[config.mk]
export PLATFORM = sky130hd
export DESIGN_NAME = vga_dac_out
export DESIGN_NICKNAME = d
export VERILOG_FILES = /design/src/rtl/vga_out_pkg.sv /design/src/rtl/vga_dither_chan.sv /design/src/rtl/vga_dac_out.sv
export SDC_FILE = /design/constraint.sdc
export NUM_CORES = 1
export LEC_CHECK = 0
export BUFFER_PORTS_ARGS = -buffer_cell sky130_fd_sc_hd__buf_2
export CAP_MARGIN = 40
export CORE_MARGIN = 2
export CORE_UTILIZATION = 40
export DETAILED_ROUTE_END_ITERATION = 10
export GPL_TIMING_DRIVEN = 0
export MAX_ROUTING_LAYER = met4
export PLACE_DENSITY = 0.71
export SYNTH_ARGS = -nofsm -noshare
export SYNTH_HDL_FRONTEND = slang
export SYNTH_SLANG_ARGS = --single-unit
[constraint.sdc]
create_clock -name clk_vid -period 2.95 [get_ports clk_vid]
set_input_delay 0.295 -clock clk_vid [delete_from_list [all_inputs] [get_ports clk_vid]]
set_output_delay 0.295 -clock clk_vid [all_outputs]
set_load 0.1 [all_outputs]
[src/rtl/vga_out_pkg.sv]
// vga_out_pkg: shared constants and helpers for the VGA DAC output stage.
//   BAYER          - 2x2 ordered-dither matrix, indexed {row, col}
//   dither_thresh  - Bayer value scaled to the number of discarded bits
//   quantise       - saturating add on a left-aligned MAX_BPP-bit value
package vga_out_pkg;

    localparam int MAX_BPP = 8;

    localparam logic [1:0] BAYER [4] = '{2'd0, 2'd2, 2'd3, 2'd1};

    // e is the number of bits dropped by the DAC (IN_BPP - OUT_BPP).
    function automatic logic [MAX_BPP-1:0] dither_thresh(input logic [1:0] idx,
                                                        input int         e);
        logic [MAX_BPP-1:0] v;
        v = MAX_BPP'(BAYER[idx]);
        if (e >= 2)
            dither_thresh = v << (e - 2);
        else if (e == 1)
            dither_thresh = v >> 1;
        else
            dither_thresh = '0;
    endfunction

    // Both operands are left-aligned to MAX_BPP bits, so a carry out of
    // bit MAX_BPP-1 is exactly "sum >= 2^IN_BPP". Saturating to all-ones
    // makes the top OUT_BPP bits all-ones; the caller keeps those bits.
    function automatic logic [MAX_BPP-1:0] quantise(input logic [MAX_BPP-1:0] val,
                                                   input logic [MAX_BPP-1:0] t);
        logic [MAX_BPP:0] sum;
        sum = {1'b0, val} + {1'b0, t};
        quantise = sum[MAX_BPP] ? {MAX_BPP{1'b1}} : sum[MAX_BPP-1:0];
    endfunction

endpackage

[src/rtl/vga_dither_chan.sv]
// vga_dither_chan: one colour channel of the quantise stage.
//   i_clk_vid, i_reset, i_ce_pix - clock, async reset, pixel enable
//   i_dither_en                  - 1 adds the Bayer threshold, 0 truncates
//   i_de                         - registered data enable; 0 forces black
//   i_idx                        - Bayer index for this pixel
//   i_chan  [IN_BPP]             - captured channel value
//   o_chan  [OUT_BPP]            - registered DAC value
module vga_dither_chan
    import vga_out_pkg::*;
#(
    parameter int IN_BPP  = 8,
    parameter int OUT_BPP = 6
) (
    input  logic               i_clk_vid,
    input  logic               i_reset,
    input  logic               i_ce_pix,
    input  logic               i_dither_en,
    input  logic               i_de,
    input  logic [1:0]         i_idx,
    input  logic [IN_BPP-1:0]  i_chan,
    output logic [OUT_BPP-1:0] o_chan
);

    localparam int E     = IN_BPP - OUT_BPP;
    localparam int ALIGN = MAX_BPP - IN_BPP;

    logic [MAX_BPP-1:0] w_val_al;
    logic [MAX_BPP-1:0] w_t_al;
    logic [MAX_BPP-1:0] w_q;
    logic [OUT_BPP-1:0] r_chan;

    // Threshold is below 2^E <= 2^IN_BPP, so aligning it never overflows.
    // With E=0 dither_thresh returns 0, so dither_en has no effect.
    always_comb begin
        w_val_al = MAX_BPP'(i_chan) << ALIGN;
        w_t_al   = i_dither_en ? (dither_thresh(i_idx, E) << ALIGN) : '0;
        w_q      = quantise(w_val_al, w_t_al);
    end

    always_ff @(posedge i_clk_vid or posedge i_reset) begin
        if (i_reset)
            r_chan <= '0;
        else if (i_ce_pix)
            r_chan <= i_de ? w_q[MAX_BPP-1 -: OUT_BPP] : '0;
    end

    assign o_chan = r_chan;

endmodule

[src/rtl/vga_dac_out.sv]
// vga_dac_out: two-stage VGA DAC output with ordered dithering.
//   clk_vid, reset, ce_pix        - video clock, async reset, pixel enable
//   dither_en, csync_en           - dithering / composite-sync controls
//   r_in, g_in, b_in [IN_BPP]     - pixel colour
//   hs_in, vs_in, de_in           - active-high sync and data enable
//   vga_r, vga_g, vga_b [OUT_BPP] - DAC colour
//   vga_hs, vga_vs                - active-low sync
//   vga_blank_n, vga_sync_n       - blanking and composite-sync strobes
// Colour, sync and blank share the same two registers of latency.
module vga_dac_out
    import vga_out_pkg::*;
#(
    parameter int IN_BPP  = 8,
    parameter int OUT_BPP = 6
) (
    input  logic               clk_vid,
    input  logic               reset,
    input  logic               ce_pix,
    input  logic               dither_en,
    input  logic               csync_en,
    input  logic [IN_BPP-1:0]  r_in,
    input  logic [IN_BPP-1:0]  g_in,
    input  logic [IN_BPP-1:0]  b_in,
    input  logic               hs_in,
    input  logic               vs_in,
    input  logic               de_in,
    output logic [OUT_BPP-1:0] vga_r,
    output logic [OUT_BPP-1:0] vga_g,
    output logic [OUT_BPP-1:0] vga_b,
    output logic               vga_hs,
    output logic               vga_vs,
    output logic               vga_blank_n,
    output logic               vga_sync_n
);

    logic [IN_BPP-1:0] r_r1, r_g1, r_b1;
    logic              r_hs1, r_vs1, r_de1;
    logic              r_xpar, r_ypar, r_fpar;
    logic              r_xs1, r_ys1, r_fs1;
    logic              r_hs2, r_vs2, r_blank_n2, r_sync_n2;

    logic              w_hs_rise, w_vs_rise;
    logic [1:0]        w_idx;
    logic              w_csync;

    assign w_hs_rise = hs_in & ~r_hs1;
    assign w_vs_rise = vs_in & ~r_vs1;

    // Stage 1: capture pixel, sync and the parity phase it was sent at.
    always_ff @(posedge clk_vid or posedge reset) begin
        if (reset) begin
            r_r1   <= '0;
            r_g1   <= '0;
            r_b1   <= '0;
            r_hs1  <= 1'b0;
            r_vs1  <= 1'b0;
            r_de1  <= 1'b0;
            r_xpar <= 1'b0;
            r_ypar <= 1'b0;
            r_fpar <= 1'b0;
            r_xs1  <= 1'b0;
            r_ys1  <= 1'b0;
            r_fs1  <= 1'b0;
        end else if (ce_pix) begin
            r_r1   <= r_in;
            r_g1   <= g_in;
            r_b1   <= b_in;
            r_hs1  <= hs_in;
            r_vs1  <= vs_in;
            r_de1  <= de_in;
            r_xs1  <= r_xpar;
            r_ys1  <= r_ypar;
            r_fs1  <= r_fpar;
            r_xpar <= de_in ? ~r_xpar : 1'b0;
            // A frame start resets the line parity even if hs rises too.
            if (w_vs_rise) begin
                r_fpar <= ~r_fpar;
                r_ypar <= 1'b0;
            end else if (w_hs_rise) begin
                r_ypar <= ~r_ypar;
            end
        end
    end

    // Frame parity flips the matrix each frame for temporal dithering.
    assign w_idx   = {r_ys1 ^ r_fs1, r_xs1 ^ r_fs1};
    assign w_csync = r_hs1 ^ r_vs1;

    // Stage 2: quantise colour and drive sync/blank on the same edge.
    vga_dither_chan #(.IN_BPP(IN_BPP), .OUT_BPP(OUT_BPP)) u_chan_r (
        .i_clk_vid(clk_vid), .i_reset(reset), .i_ce_pix(ce_pix),
        .i_dither_en(dither_en), .i_de(r_de1), .i_idx(w_idx),
        .i_chan(r_r1), .o_chan(vga_r)
    );

    vga_dither_chan #(.IN_BPP(IN_BPP), .OUT_BPP(OUT_BPP)) u_chan_g (
        .i_clk_vid(clk_vid), .i_reset(reset), .i_ce_pix(ce_pix),
        .i_dither_en(dither_en), .i_de(r_de1), .i_idx(w_idx),
        .i_chan(r_g1), .o_chan(vga_g)
    );

    vga_dither_chan #(.IN_BPP(IN_BPP), .OUT_BPP(OUT_BPP)) u_chan_b (
        .i_clk_vid(clk_vid), .i_reset(reset), .i_ce_pix(ce_pix),
        .i_dither_en(dither_en), .i_de(r_de1), .i_idx(w_idx),
        .i_chan(r_b1), .o_chan(vga_b)
    );

    always_ff @(posedge clk_vid or posedge reset) begin
        if (reset) begin
            r_hs2      <= 1'b1;
            r_vs2      <= 1'b1;
            r_blank_n2 <= 1'b0;
            r_sync_n2  <= 1'b1;
        end else if (ce_pix) begin
            r_blank_n2 <= r_de1;
            if (csync_en) begin
                r_hs2     <= ~w_csync;
                r_vs2     <= 1'b1;
                r_sync_n2 <= ~w_csync;
            end else begin
                r_hs2     <= ~r_hs1;
                r_vs2     <= ~r_vs1;
                r_sync_n2 <= 1'b1;
            end
        end
    end

    assign vga_hs      = r_hs2;
    assign vga_vs      = r_vs2;
    assign vga_blank_n = r_blank_n2;
    assign vga_sync_n  = r_sync_n2;

endmodule

==> results, run 1 <==
- The startpoint class of the critical path is a register.
- 54 I/O pins were placed.
- Summed over all nets, the half-perimeter wirelength after detailed placement is 4.079 mm.
- The standard cell with the maximum stage delay on the critical path is sky130_fd_sc_hd__dfrtp_1.
- Subtracting the final worst setup slack from the clock period gives 1.898 ns.
- The largest net degree at the start of global routing is 35.
- Global routing consumed, over all layers together, 16.71% of the routing resources.
- The fraction of met3 tracks used by global routing is 3.540%.
- The CTS buffer count is 5.
- The number of setup buffers added after CTS is 0.
- The cell count after synthesis came out at 224.
- The path class of the lowest-slack min-delay path is primary input to async pin.
- At the end of the flow, the number of nets in the layout was 315.
- Compared with the post-synthesis result, the final layout area differs by 19.45%.
- The first global-routing pass estimated 9.183 mm of wire.
- Setup violations remaining at the end of the flow were counted as 0.
- The wire length per cell after detailed routing is 15.04 um.
- The register area is 1380 um^2.
- The maximum buffer depth of the clock tree is 2.
- For this design, the sink count on the clock tree is 55.
- The first routing iteration left 98 violations.
- The total wirelength of the detailed-routed design is 5.428 mm.
- The number of endpoints with negative hold slack in the final report is 0.
- 0 antenna diodes ended up in the layout.
- For this run, design rule violations remaining after detail routing come to 0.
- The synthesized design contains 0 enable-type register cells.
- The net count after synthesis is 256.
- For the worst setup path, the data arrival time is 2.11 ns.
- The leakage component of the power is 1.389 nW.
- The TritonCTS clock tree is yes.
- Counting tap cells, the placed design contains a total of 353 instances.
- The horizontal die dimension is 84.22 um.
- In the synthesized netlist the async set-or-reset flop fraction comes to 100.0%.
- The number of gates resized after CTS was 0.
- Sorting the synthesized cells by area gives the leading types as sky130_fd_sc_hd__dfrtp_1 51%, sky130_fd_sc_hd__mux2_2 12%, sky130_fd_sc_hd__dfstp_2 3.1%.
- Row generation in the floorplan step produced 29 rows.
- The per-instance average area after synthesis is 11.49 um^2.
- The critical path's largest stage delay is 0.38 ns.
- The sequential cell area fraction in the yosys report is 53.62%.
- At the end of the flow the core is filled with cells to 48.97%.
- The die covers 7092 um^2.
- For this design the ratio of total power to cell area is 701.2 nW/um^2.
- The worst setup margin is 1.052 ns.
- The via count of the first global-routing pass was 1882.
- Max-cap violations in this run came to 0.
- The critical path goes through buf_6 > mux2_4 > a221o_1 > nand2_2 > nor3b_2 > or2_0 > a32o_1.
- The number of filler cells placed in the layout is 574.
- The fraction of met2 tracks used by global routing is 26.19%.
- The category of the critical setup timing path is register to register.
- The portion of the clock cycle consumed by the worst path in the final layout is 64.34%.
- The number of buffers inserted for hold repair after clock tree synthesis is 0.
- The worst-case IR drop observed on VDD is 0.3574 mV.
- The minimum setup slack after placement is 1.049 ns.
- The flow ran to the end, and the final reports show no timing, DRC or antenna violations.
- The post-synthesis register bit count is 55.
- The remaining antenna violation count is 0.
- The floorplan step set the die height to 84.22 um.
- The area occupied by multi-input gates is 1102 um^2.
- The core region is 6277 um^2.
- The max-slew violation count is 0.
- In this run the tool buffered the top-level ports with 51 buffer cells.
- The slew at the pin closest to its max-slew limit is 0.7524 ns.
- The worst clock skew on the final layout is 0.01366 ns.
- The via count is 1890.
- The clock tree root buffer cell is sky130_fd_sc_hd__clkbuf_8.
- Using the TritonRoute via totals, the vias-per-cell ratio works out to 5.235.
- The total power after layout is 2.156 mW.
- In the final layout, the share of cells above drive strength 1 is 34.86%.
- The H-tree generated during clock tree synthesis spans 2 levels.
- Setup repair after global routing left no endpoint under its margin.
- For met1 alone, demand over resource in global routing was 22.03%.
- The maximum fanout along the worst path is 10.
- Setup total negative slack on the finished layout was measured at 0 ns.
- In this run the biggest area consumer among cell types represents 50.56% of the synthesized area.
- The post-synthesis instance area is 2574 um^2.
- The largest area contributor in the synthesized netlist is sky130_fd_sc_hd__dfrtp_1.
- The final RePlAce weighted congestion is 0.8463.
- At the worst endpoint, the required time is 3.17 ns.
- Clock-pin slew was measured on the worst setup and hold paths at 0.10 ns.
- The first-pass iteration count of the detailed router is 4.
- The number of antenna violations at the first check in global routing was 0.
- The global routing stage identified its most utilized layer as met2.
- Once the floorplan was initialized, standard cells occupied 41.00% of the core.
- Once layout is complete, the cells apart from fillers number 361.
- The clock latency on the worst-skew pair is 0.32 ns.
- The worst setup path is captured at a register.
- Yosys printed 0 warnings.
- The count of cell types in the netlist is 48.
- The worst pin sits at a relative slew slack of 49.77%.
- For this run, the leading register cell type out of synthesis is sky130_fd_sc_hd__dfrtp_1.
- The overall overflow remaining after global route is 0.
- For this run, the top clock speed supported by timing is 0.5269 GHz.
-- cells in the final DEF, fill, tap and decap left out, types with 3 or more instances in the layout --
cell                        synthesis  layout
sky130_fd_sc_hd__a21oi_1            5       5
sky130_fd_sc_hd__a221o_1            3       3
sky130_fd_sc_hd__a31oi_1            3       3
sky130_fd_sc_hd__and3_1             3       3
sky130_fd_sc_hd__buf_2              1      52
sky130_fd_sc_hd__clkbuf_1           7       7
sky130_fd_sc_hd__clkbuf_8           0       6
sky130_fd_sc_hd__dfrtp_1           52      52
sky130_fd_sc_hd__dfstp_2            3       3
sky130_fd_sc_hd__inv_1             11      10
sky130_fd_sc_hd__mux2_2            27      27
sky130_fd_sc_hd__nand2_1           20      20
sky130_fd_sc_hd__nand3_1            5       5
sky130_fd_sc_hd__nand4_1            4       4
sky130_fd_sc_hd__nor2_1             9       9
sky130_fd_sc_hd__nor2b_1            8       8
sky130_fd_sc_hd__o211ai_1           3       3
sky130_fd_sc_hd__o21ai_0            5       5
sky130_fd_sc_hd__o221ai_1           6       6
sky130_fd_sc_hd__o2bb2ai_1          4       4
sky130_fd_sc_hd__xnor2_1            6       6
sky130_fd_sc_hd__xor2_1             5       5
-- metal layers --
metal | routed length (um) | share of wire, %
met2 | 2641 | 49
met5 | 0 | 0
met1 | 2501 | 46
met3 | 212 | 3.9
met4 | 72 | 1.3
-- per-stage QoR --
step           hold slack (ns)  area, um^2
3_5_place_dp            0.4668        2953
5_1_grt                 0.1525        3074
2_1_floorplan           0.3645        2574
6_report               0.09800        3074
4_1_cts                 0.1279        3074
3_3_place_gp            0.4537        2925
-- cells by family (layout without fill, tap and decap cells) --
kind of cell           count (synthesis)  count (layout)  share of synthesized area [%]
flip-flops                            55              55                          53.62
buffers and inverters                 22              82                          3.549
AND/OR/NAND/NOR                       59              59                          11.57
AO/OA/AOI/OAI                         48              48                          14.73
XOR/XNOR                              11              11                          3.743
multiplexers                          29              29                          12.79
-- cell usage after synthesis (2+ instances only) --
cell type	count
sky130_fd_sc_hd__a211o_1	2
sky130_fd_sc_hd__o221ai_1	6
sky130_fd_sc_hd__o2111ai_1	2
sky130_fd_sc_hd__a21oi_1	5
sky130_fd_sc_hd__or2_0	2
sky130_fd_sc_hd__a221o_1	3
sky130_fd_sc_hd__dfrtp_1	52
sky130_fd_sc_hd__o2bb2ai_1	4
sky130_fd_sc_hd__nor2_1	9
sky130_fd_sc_hd__o21ai_0	5
sky130_fd_sc_hd__clkbuf_1	7
sky130_fd_sc_hd__nand4_1	4
sky130_fd_sc_hd__xor2_1	5
sky130_fd_sc_hd__o211ai_1	3
sky130_fd_sc_hd__and3_1	3
sky130_fd_sc_hd__nand2_1	20
sky130_fd_sc_hd__a32o_1	2
sky130_fd_sc_hd__nand3_1	5
sky130_fd_sc_hd__a31oi_1	3
sky130_fd_sc_hd__nor3_1	2
sky130_fd_sc_hd__dfstp_2	3
sky130_fd_sc_hd__xnor2_1	6
sky130_fd_sc_hd__inv_1	11
sky130_fd_sc_hd__nor2b_1	8
sky130_fd_sc_hd__mux2_2	27
sky130_fd_sc_hd__o21ai_1	2
sky130_fd_sc_hd__a21boi_1	2
-- worst paths after layout --
kind / end / start / cells past startpoint / slack [ns]
worst max-delay path: u_chan_g.o_chan[4]$_DFFE_PP0P_ / r_fs1$_DFFE_PP0P_ / 7 / 1.05
worst min-delay path: r_r1[2]$_DFFE_PP0P_ / reset / 2 / 0.1
worst max register to register: u_chan_g.o_chan[4]$_DFFE_PP0P_ / r_fs1$_DFFE_PP0P_ / 7 / 1.05
worst min register to register: r_fpar$_DFFE_PP0P_ / r_fpar$_DFFE_PP0P_ / 1 / 0.47
max in group asynchronous: r_b1[6]$_DFFE_PP0P_ / reset / 3 / 2.28
min in group clk_vid: vga_sync_n$_DFFE_PP1P_ / csync_en / 2 / 0.16
-- sequential cells by signal (all words and copies together) (netlist names), 6 cells and up --
signal	flops
r_b1	8
r_g1	8
r_r1	8
u_chan_b.o_chan	6
u_chan_g.o_chan	6
u_chan_r.o_chan	6
-- cell type report --
class / count / share of cell area, %
plain buffers: 10 / 1.506
inverters: 12 / 1.465
well taps: 77 / 3.134
clock inverters: 2 / 1.262
repair buffers: 52 / 9.198
multi-input cells: 147 / 35.86
flip-flops and latches: 55 / 44.89
clock buffers: 6 / 2.686
-- power breakdown --
part / leakage (nW) / internal [mW] / switching (mW)
registers: 0.672 / 0.856 / 0.0852
logic: 0.655 / 0.206 / 0.475
clock network: 0.0618 / 0.280 / 0.254
total: 1.39 / 1.34 / 0.814
-- worst max-delay path: cells and delay by family (launching register included) --
kind,cells,cell delay [ns]
and+or+nand+nor,3,0.41
buffers and inverters,1,0.13
DFF,1,0.38
AOI/OAI and AO/OA,2,0.59
muxes,1,0.29
Power figures use the tool's default switching activity.
==> run 2, diff against run 1 <==
Settings changed: PLACE_DENSITY 0.71 to 0.74.
Clock period 2.95 ns to 1.6 ns, I/O delays scaled along.
==> results, run 2 (synthesis gave the netlist of run 1 again) <==
- The run finished, with violations left.
- The checks that failed: setup timing.
- The filler-free cell count of the finished design is 373 (+3.3%).
- The maximum VDD drop is 0.7536 mV (+110%).
- The end point of the critical path is u_chan_b.o_chan[0]$_DFFE_PP0P_.
- The final standard cell utilization of the core is 53.02% (+4.0 points).
- The worst clock skew on the final layout is 0.008882 ns (-0.004774 ns).
- The via count of the first global-routing pass is 1921 (+2.1%).
- The H-tree depth reported by CTS is 2 (unchanged).
- The final count of negative-setup-slack endpoints came to 18 (+18).
- The largest net degree at the start of global routing is 34 (-2.9%).
- The number of filler cells placed in the layout is 551 (-4.0%).
- The post-layout net count was 327 (+3.8%).
- Traced cell by cell, the critical path runs through buf_6 > buf_4 > nor2b_4 > a211o_1 > a32oi_4 > buf_4 > or4_4 > o211ai_1.
- The horizontal die dimension is 84.22 um (unchanged).
- The standard cell with the maximum stage delay on the critical path is sky130_fd_sc_hd__or4_4.
- The total power per unit cell area came to 1266 nW/um^2 (+80%).
- The startpoint class of the critical path is a register.
- Tracing the worst setup path back leads to its startpoint at r_fs1$_DFFE_PP0P_.
- The portion of the clock cycle consumed by the worst path in the final layout is 118.6% (+54 points).
- Among the stages of the critical path, the cell type that occurs most often is sky130_fd_sc_hd__buf_4.
- The wire length per cell after detailed routing is 16.47 um (+9.5%).
- The number of endpoints with negative hold slack in the final report came to 0 (unchanged).
- The detail-routed via count per cell is 5.426 (+3.6%).
- In the layout the commonest cells are 52 x sky130_fd_sc_hd__buf_2, 50 x sky130_fd_sc_hd__dfrtp_1, 27 x sky130_fd_sc_hd__mux2_2.
- The critical path's largest stage delay is 0.43 ns (+0.05 ns).
- The final RePlAce weighted congestion is 0.8038 (-5.0%).
- The clock-pin slew on the worst setup and hold paths is 0.10 ns (about the same).
- The type of destination of the critical path is a register.
- The endpoint identified for the worst register-to-register timing path is u_chan_b.o_chan[0]$_DFFE_PP0P_.
- The flop-to-flop setup slack is -0.30 ns (-1.35 ns).
- The global-route wire length before repair is 9.246 mm (+0.69%).
- The root buffer cell chosen for the clock tree is sky130_fd_sc_hd__clkbuf_8.
- The final critical-path required period is 1.898 ns (+0.00003100 ns).
- The detailed placer's ending HPWL came to 4.082 mm (about the same).
- The maximum fanout along the worst path is 6 (-4).
- The starting DRC count in detailed routing came to 147 (+50%).
- The total power after layout is 4.212 mW (+95%).
- The total number of placement rows is 29 (unchanged).
- The number of cells on the critical path is 8 (+1).
- The slew at the pin closest to its max-slew limit is 0.6775 ns (-0.07485 ns).
- The top achievable clock speed came to 0.5269 GHz (about the same).
- In this run the critical register-to-register path is launched from r_fs1$_DFFE_PP0P_.
- The first-pass iteration count of the detailed router was 4 (unchanged).
- Setup repair after global routing could not meet its margin everywhere.
- The CTS sink count was 55 (unchanged).
- The leakage component of the power is 1.471 nW (+5.9%).
- The data arrival time of the critical path is 2.13 ns (+0.02 ns).
- The overall overflow remaining after global route is 0 (unchanged).
- The count of buffer and inverter cells on the critical path is 3 (+2).
- On the critical path the largest part of the delay comes from simple AND/OR/NAND/NOR gates.
- The max-slew violation count was 0 (unchanged).
- The CTS buffer count was 5 (unchanged).
- The final hold slack is 0.03221 ns (-0.06579 ns).
- The total die area is 7092 um^2 (unchanged).
- The TritonCTS clock tree is yes.
- The count of buffers from port buffering is 51 (unchanged).
- The most common cell after layout, fill and taps aside is sky130_fd_sc_hd__buf_2.
- The area growth from synthesis to layout is 29.31%.
- The number of antenna violations at the first check in global routing is 0 (unchanged).
- The count of cells along the worst register-to-register path is 8 (+1).
- The placeable core region is 6277 um^2 (unchanged).
- The category of the critical setup timing path is register to register.
- The cell count after placement is 353 (unchanged).
- The data required time at the worst endpoint was 1.83 ns (-1.34 ns).
- In the final layout, the registers with the most flip-flops are r_b1: 8 flops, r_g1: 8 flops, r_r1: 8 flops.
- The maximum buffer depth of the clock tree is 2 (unchanged).
- The effective utilization at floorplan is 41.00% (unchanged).
- The DRC violation count after routing is 0 (unchanged).
- The count of boundary I/O pins was 54 (unchanged).
- The via count came to 2024 (+7.1%).
- The aggregate global-route resource usage came to 16.94% (+0.24 points).
- The clock latency on the worst-skew pair is 0.31 ns (about the same).
- The remaining antenna violation count is 0 (unchanged).
- The overall die height is 84.22 um (unchanged).
- The path class of the tightest hold or removal check is primary input to register.
- The max-capacitance violation count is 0 (unchanged).
- The fraction of final layout cells with drive strength greater than 1 was 45.61% (+11 points).
- The final antenna diode count was 0 (unchanged).
- The worst setup margin came to -0.2980 ns (-1.350 ns).
- The max-slew headroom at the worst pin is 54.83% (+5.1 points).
- The total wirelength of the detailed-routed design is 6.143 mm (+13%).
## run 2: layer usage
layer | share of wire (%) | vias up | wire (um) | track usage [%]
met5 | 0 | - | 0 | -
met4 | 1.1 | 0 | 66 | 3.226
met3 | 5.9 | 9 | 364 | 4.916
met2 | 50 | 61 | 3044 | 26.84
met1 | 43 | 1000 | 2667 | 21.97
li1 | - | 954 | - | -
## run 2: final cells by class
cell class                 instances  area [um^2]  area share [%]
sequential                        55         1383           41.54
clock buffer                       8        100.1           3.008
inverter                          12        45.04           1.353
multi-input combinational        147         1279           38.42
tap                               77        96.34           2.895
timing repair buffer              64        379.1           11.39
buffer                            10        46.29           1.391
## run 2: through the flow
step           area, um^2  setup TNS (ns)  setup WS, ns
2_1_floorplan        2584         -0.3929       -0.2073
3_3_place_gp         2935          -31.66       -0.5712
3_5_place_dp         2955          -2.514       -0.2819
4_1_cts              3156          -2.577       -0.2673
5_1_grt              3328          -5.624       -0.3775
6_report             3328          -4.057       -0.2980
## run 2: report_power, final
part           total [mW]  switching [mW]  internal, mW
Combinational        1.60            1.02         0.582
Sequential           1.76           0.181          1.58
Clock               0.850           0.453         0.397
## run 2: timing repair
action,CTS,global route
pin swaps,4,15
setup buffers,4,7
resized for setup,11,25
endpoints found under the hold margin,22,0
endpoints found under the setup margin,18,18
hold buffers,1,0
## run 2: worst min-delay path by stage
| stage | start | end | slack [ns] | cells after the start |
|---|---|---|---|---|
| 6_report | csync_en | vga_sync_n$_DFFE_PP1P_ | 0.03 | 2 |
| 5_1_grt | csync_en | vga_sync_n$_DFFE_PP1P_ | 0.02 | 2 |
| 4_1_cts | csync_en | vga_sync_n$_DFFE_PP1P_ | 0.02 | 2 |
| 3_5_place_dp | reset | vga_blank_n$_DFFE_PP0P_ | 0.22 | 2 |
| 3_3_place_gp | csync_en | vga_sync_n$_DFFE_PP1P_ | 0.34 | 2 |
| 2_1_floorplan | csync_en | vga_sync_n$_DFFE_PP1P_ | 0.23 | 1 |
==> run 3, diff against run 2 <==
Settings changed: PLACE_DENSITY 0.74 to 0.73, SKIP_CTS_REPAIR_TIMING set to 1, SYNTH_HIERARCHICAL set to 1.
==> results, run 3 <==
- The number of antenna violations at the first check in global routing is 0 (unchanged).
- STA classifies the critical path endpoint as a register.
- The minimum setup slack after placement is -0.5842 ns (-0.3023 ns).
- The net count after synthesis is 253 (-1.2%).
- The post-synthesis register bit count came to 55 (unchanged).
- The first-pass iteration count of the detailed router came to 4 (unchanged).
- The total of warnings raised by yosys came to 6 (+6).
- The overall overflow remaining after global route was 0 (unchanged).
- The worst setup margin is -0.5330 ns (-0.2351 ns).
- The count of buffers from port buffering is 52 (+2.0%).
- The DRC violation count after routing is 0 (unchanged).
- The overall die height is 88.29 um (+4.8%).
- The post-layout net count came to 319 (-2.4%).
- By instance count, the leading cell after synthesis is sky130_fd_sc_hd__dfrtp_1.
- The fraction of synthesized area in multiplexers was 16.42% (+3.6 points).
- The xor-xnor portion of the synthesized cell area is 5.240% (+1.5 points).
- The global routing usage on met1 is 19.74% (-2.2 points).
- The clock-pin slew on the worst setup and hold paths is 0.10 ns (about the same).
- The wire length per cell after detailed routing is 14.63 um (-11%).
- The maximum buffer depth of the clock tree is 2 (unchanged).
- The detail-routed via count per cell is 5.013 (-7.6%).
- The number of endpoints with negative hold slack in the final report is 0 (unchanged).
- The leakage component of the power is 1.675 nW (+14%).
- The critical path goes through xor2_4 > xor2_1 > and2_1 > ha_1 > a41o_4 > and3_4 > xnor2_2 > o221ai_2.
- The total die area is 7794 um^2 (+9.9%).
- The dominant combinational cell family by area after synthesis is multiplexers.
- The worst clock skew on the final layout is 0.01242 ns (+0.003533 ns).
- The final count of negative-setup-slack endpoints is 18 (unchanged).
- The area occupied by multi-input gates is 1491 um^2 (+17%).
- The number of enable flip-flop cells after synthesis is 0 (unchanged).
- The fraction of registers with async set or reset after synthesis was 100.0% (unchanged).
- Setup repair after global routing could not meet its margin everywhere.
- The cell family with the largest share of critical-path delay is XOR/XNOR gates.
- The gate count after technology mapping is 218 (-2.7%).
- The run finished, with violations left.
- The portion of the clock cycle consumed by the worst path in the final layout was 133.3% (+15 points).
- STA classifies the critical path startpoint as a register.
- The area share of and/or/nand/nor cells after synthesis is 10.74% (-0.83 points).
- The checks that failed: setup timing.
- The share of power burned in registers came to 38.9% (-2.9 points).
- The register area is 1381 um^2 (about the same).
- The setup TNS is -8.377 ns (-4.319 ns).
- The largest net degree at the start of global routing is 21 (-38%).
- The clock network power share came to 16.4% (-3.8 points).
- The number of filler cells placed in the layout is 628 (+14%).
- The max-slew violation count came to 0 (unchanged).
- The area added between synthesis and finish is 26.33%.
- The commonest cells after synthesis are 52 x sky130_fd_sc_hd__dfrtp_1, 29 x sky130_fd_sc_hd__mux2_4, 21 x sky130_fd_sc_hd__inv_1.
- The adder-cell share of the synthesized area is 1.321% (+1.3 points).
- Among all stages on the critical path, the largest delay is contributed by sky130_fd_sc_hd__dfrtp_2.
- The max-capacitance violation count is 0 (unchanged).
- The global-route wire length before repair is 8.818 mm (-4.6%).
- The slew at the pin closest to its max-slew limit is 0.7838 ns (+0.1063 ns).
- The final RePlAce weighted congestion is 0.7642 (-4.9%).
- The clock latency on the worst-skew pair was 0.32 ns (about the same).
- The fraction of met2 tracks used by global routing is 23.44% (-3.4 points).
- The fraction of post-synthesis cell area in the top cell type by area is 45.79% (-4.8 points).
- The path class of the lowest-slack min-delay path is primary input to register.
- The switching part of the total is 41.76% (+2.5 points).
- In the layout the commonest cells are 55 x sky130_fd_sc_hd__buf_2, 51 x sky130_fd_sc_hd__dfrtp_1, 29 x sky130_fd_sc_hd__mux2_4.
- The fraction of the mapped netlist area in compound gates is 11.49% (-3.2 points).
- The most used flip-flop cell after synthesis is sky130_fd_sc_hd__dfrtp_1.
- The final standard cell utilization of the core was 52.55% (-0.47 points).
- The post-synthesis instance area is 2841 um^2 (+10%).
- The maximum VDD drop is 0.6966 mV (-7.6%).
- The largest area contributor in the synthesized netlist is sky130_fd_sc_hd__dfrtp_1.
- The maximum fanout along the worst path is 6 (unchanged).
- The CTS buffer count came to 5 (unchanged).
- The CTS sink count was 55 (unchanged).
- The final critical-path required period was 2.133 ns (+0.2351 ns).
- The data required time at the worst endpoint is 1.79 ns (-0.04 ns).
- The fraction of met3 tracks used by global routing was 3.172% (-1.7 points).
- The placeable core region was 6832 um^2 (+8.8%).
- By area the synthesized netlist is led by sky130_fd_sc_hd__dfrtp_1 46%, sky130_fd_sc_hd__mux2_4 15%, sky130_fd_sc_hd__xor2_1 3.1%.
- The largest registers in the layout are r_b1: 8 flops, r_g1: 8 flops, r_r1: 8 flops.
- The count of cell types in the netlist was 37 (-23%).
- The total power per unit cell area came to 1300 nW/um^2 (+2.7%).
- The starting DRC count in detailed routing was 87 (-41%).
- The effective utilization at floorplan is 41.59% (+0.59 points).
- The horizontal die dimension is 88.29 um (+4.8%).
- The critical path is of the register to register type.
- The remaining antenna violation count came to 0 (unchanged).
- The per-instance average area after synthesis was 13.03 um^2 (+13%).
- The relative contribution of combinational cells to total power is 44.7% (+6.7 points).
- The switching power of the nets is 1.948 mW (+18%).
- The count of buffer and inverter cells on the critical path was 0 (-3).
- The internal power consumption came to 2.717 mW (+6.2%).
- The data arrival time of the critical path is 2.32 ns (+0.19 ns).
- The via count of the first global-routing pass came to 1811 (-5.7%).
- The via count came to 1910 (-5.6%).
- The total number of placement rows is 30 (+3.4%).
- The max-slew headroom at the worst pin is 47.69% (-7.1 points).
- The total wirelength of the detailed-routed design is 5.573 mm (-9.3%).
- The aggregate global-route resource usage came to 15.00% (-1.9 points).
- The most common cell after layout, fill and taps aside is sky130_fd_sc_hd__buf_2.
- The sequential cell area fraction in the yosys report is 48.57% (-5.1 points).
- TritonCTS built the clock tree.
- The critical path's largest stage delay is 0.49 ns (+0.06 ns).
- The H-tree depth reported by CTS came to 2 (unchanged).
- The final antenna diode count was 0 (unchanged).
- The top achievable clock speed was 0.4688 GHz (-11%).
- The most used routing layer in global routing is met2.
- The fraction of final layout cells with drive strength greater than 1 is 51.58% (+6.0 points).
- The cell sitting at the root of the clock tree is a sky130_fd_sc_hd__clkbuf_8.
- The count of boundary I/O pins is 54 (unchanged).
- The detailed placer's ending HPWL was 3.964 mm (-2.9%).
==> run 3: area by class of cell <==
type / count / area share (%)
Multi-Input combinational cell: 134 / 41.55
Inverter: 21 / 2.196
Tap cell: 96 / 3.346
Buffer: 8 / 2.719
Clock inverter: 2 / 0.3486
Clock buffer: 6 / 2.022
Timing Repair Buffer: 59 / 9.341
Sequential cell: 55 / 38.48
==> run 3: layer usage <==
layer  up-vias  part of all wire, %
met1       934                   46
met2        47                   48
met4         0                  1.1
met3         6                  4.8
met5         -                    0
li1        923                    -
==> run 3: worst paths after layout <==
kind                                    start                             end  slack [ns]  cells past startpoint
max                         r_fs1$_DFFE_PP0P_  u_chan_g/o_chan[2]$_DFFE_PP0P_       -0.53                      8
min                                  csync_en          vga_sync_n$_DFFE_PP1P_        0.04                      2
max reg2reg                 r_fs1$_DFFE_PP0P_  u_chan_g/o_chan[2]$_DFFE_PP0P_       -0.53                      8
min reg2reg                r_fpar$_DFFE_PP0P_              r_fpar$_DFFE_PP0P_        0.48                      1
max in group asynchronous               reset              vga_vs$_DFFE_PP1P_        0.38                      4
min in group asynchronous               reset  u_chan_r/o_chan[3]$_DFFE_PP0P_        0.33                      3
==> run 3: power groups by stage <==
stage                     logic [mW]  registers [mW]  clock network [mW]
after global placement          1.78            1.81                   0
after floorplan                0.881            2.43                   0
after global routing            2.21            1.85               0.835
after CTS                       1.82            1.79               0.789
final                           2.08            1.82               0.766
after detailed placement        1.81            1.82                   0
==> run 3: cells by family (layout without fill, tap and decap cells) <==
family,count (synthesis),count (layout)
buffers and inverters,29,96
AND/OR/NAND/NOR,47,47
multiplexers,32,32
flip-flops,55,55
adder cells (fa/ha/maj),3,3
AO/OA/AOI/OAI,35,35
XOR/XNOR,17,17
==> run 3: metrics by stage <==
stage / std cells / instance area [um^2] / hold WS (ns) / power, mW
after global routing: 381 / 3590 / 0.03526 / 4.895
after detailed placement: 367 / 3311 / 0.1275 / 3.630
after floorplan: 218 / 2903 / -0.04904 / 3.314
after global placement: 366 / 3283 / 0.1221 / 3.587
final: 381 / 3590 / 0.03962 / 4.666
after CTS: 375 / 3396 / -0.2163 / 4.404
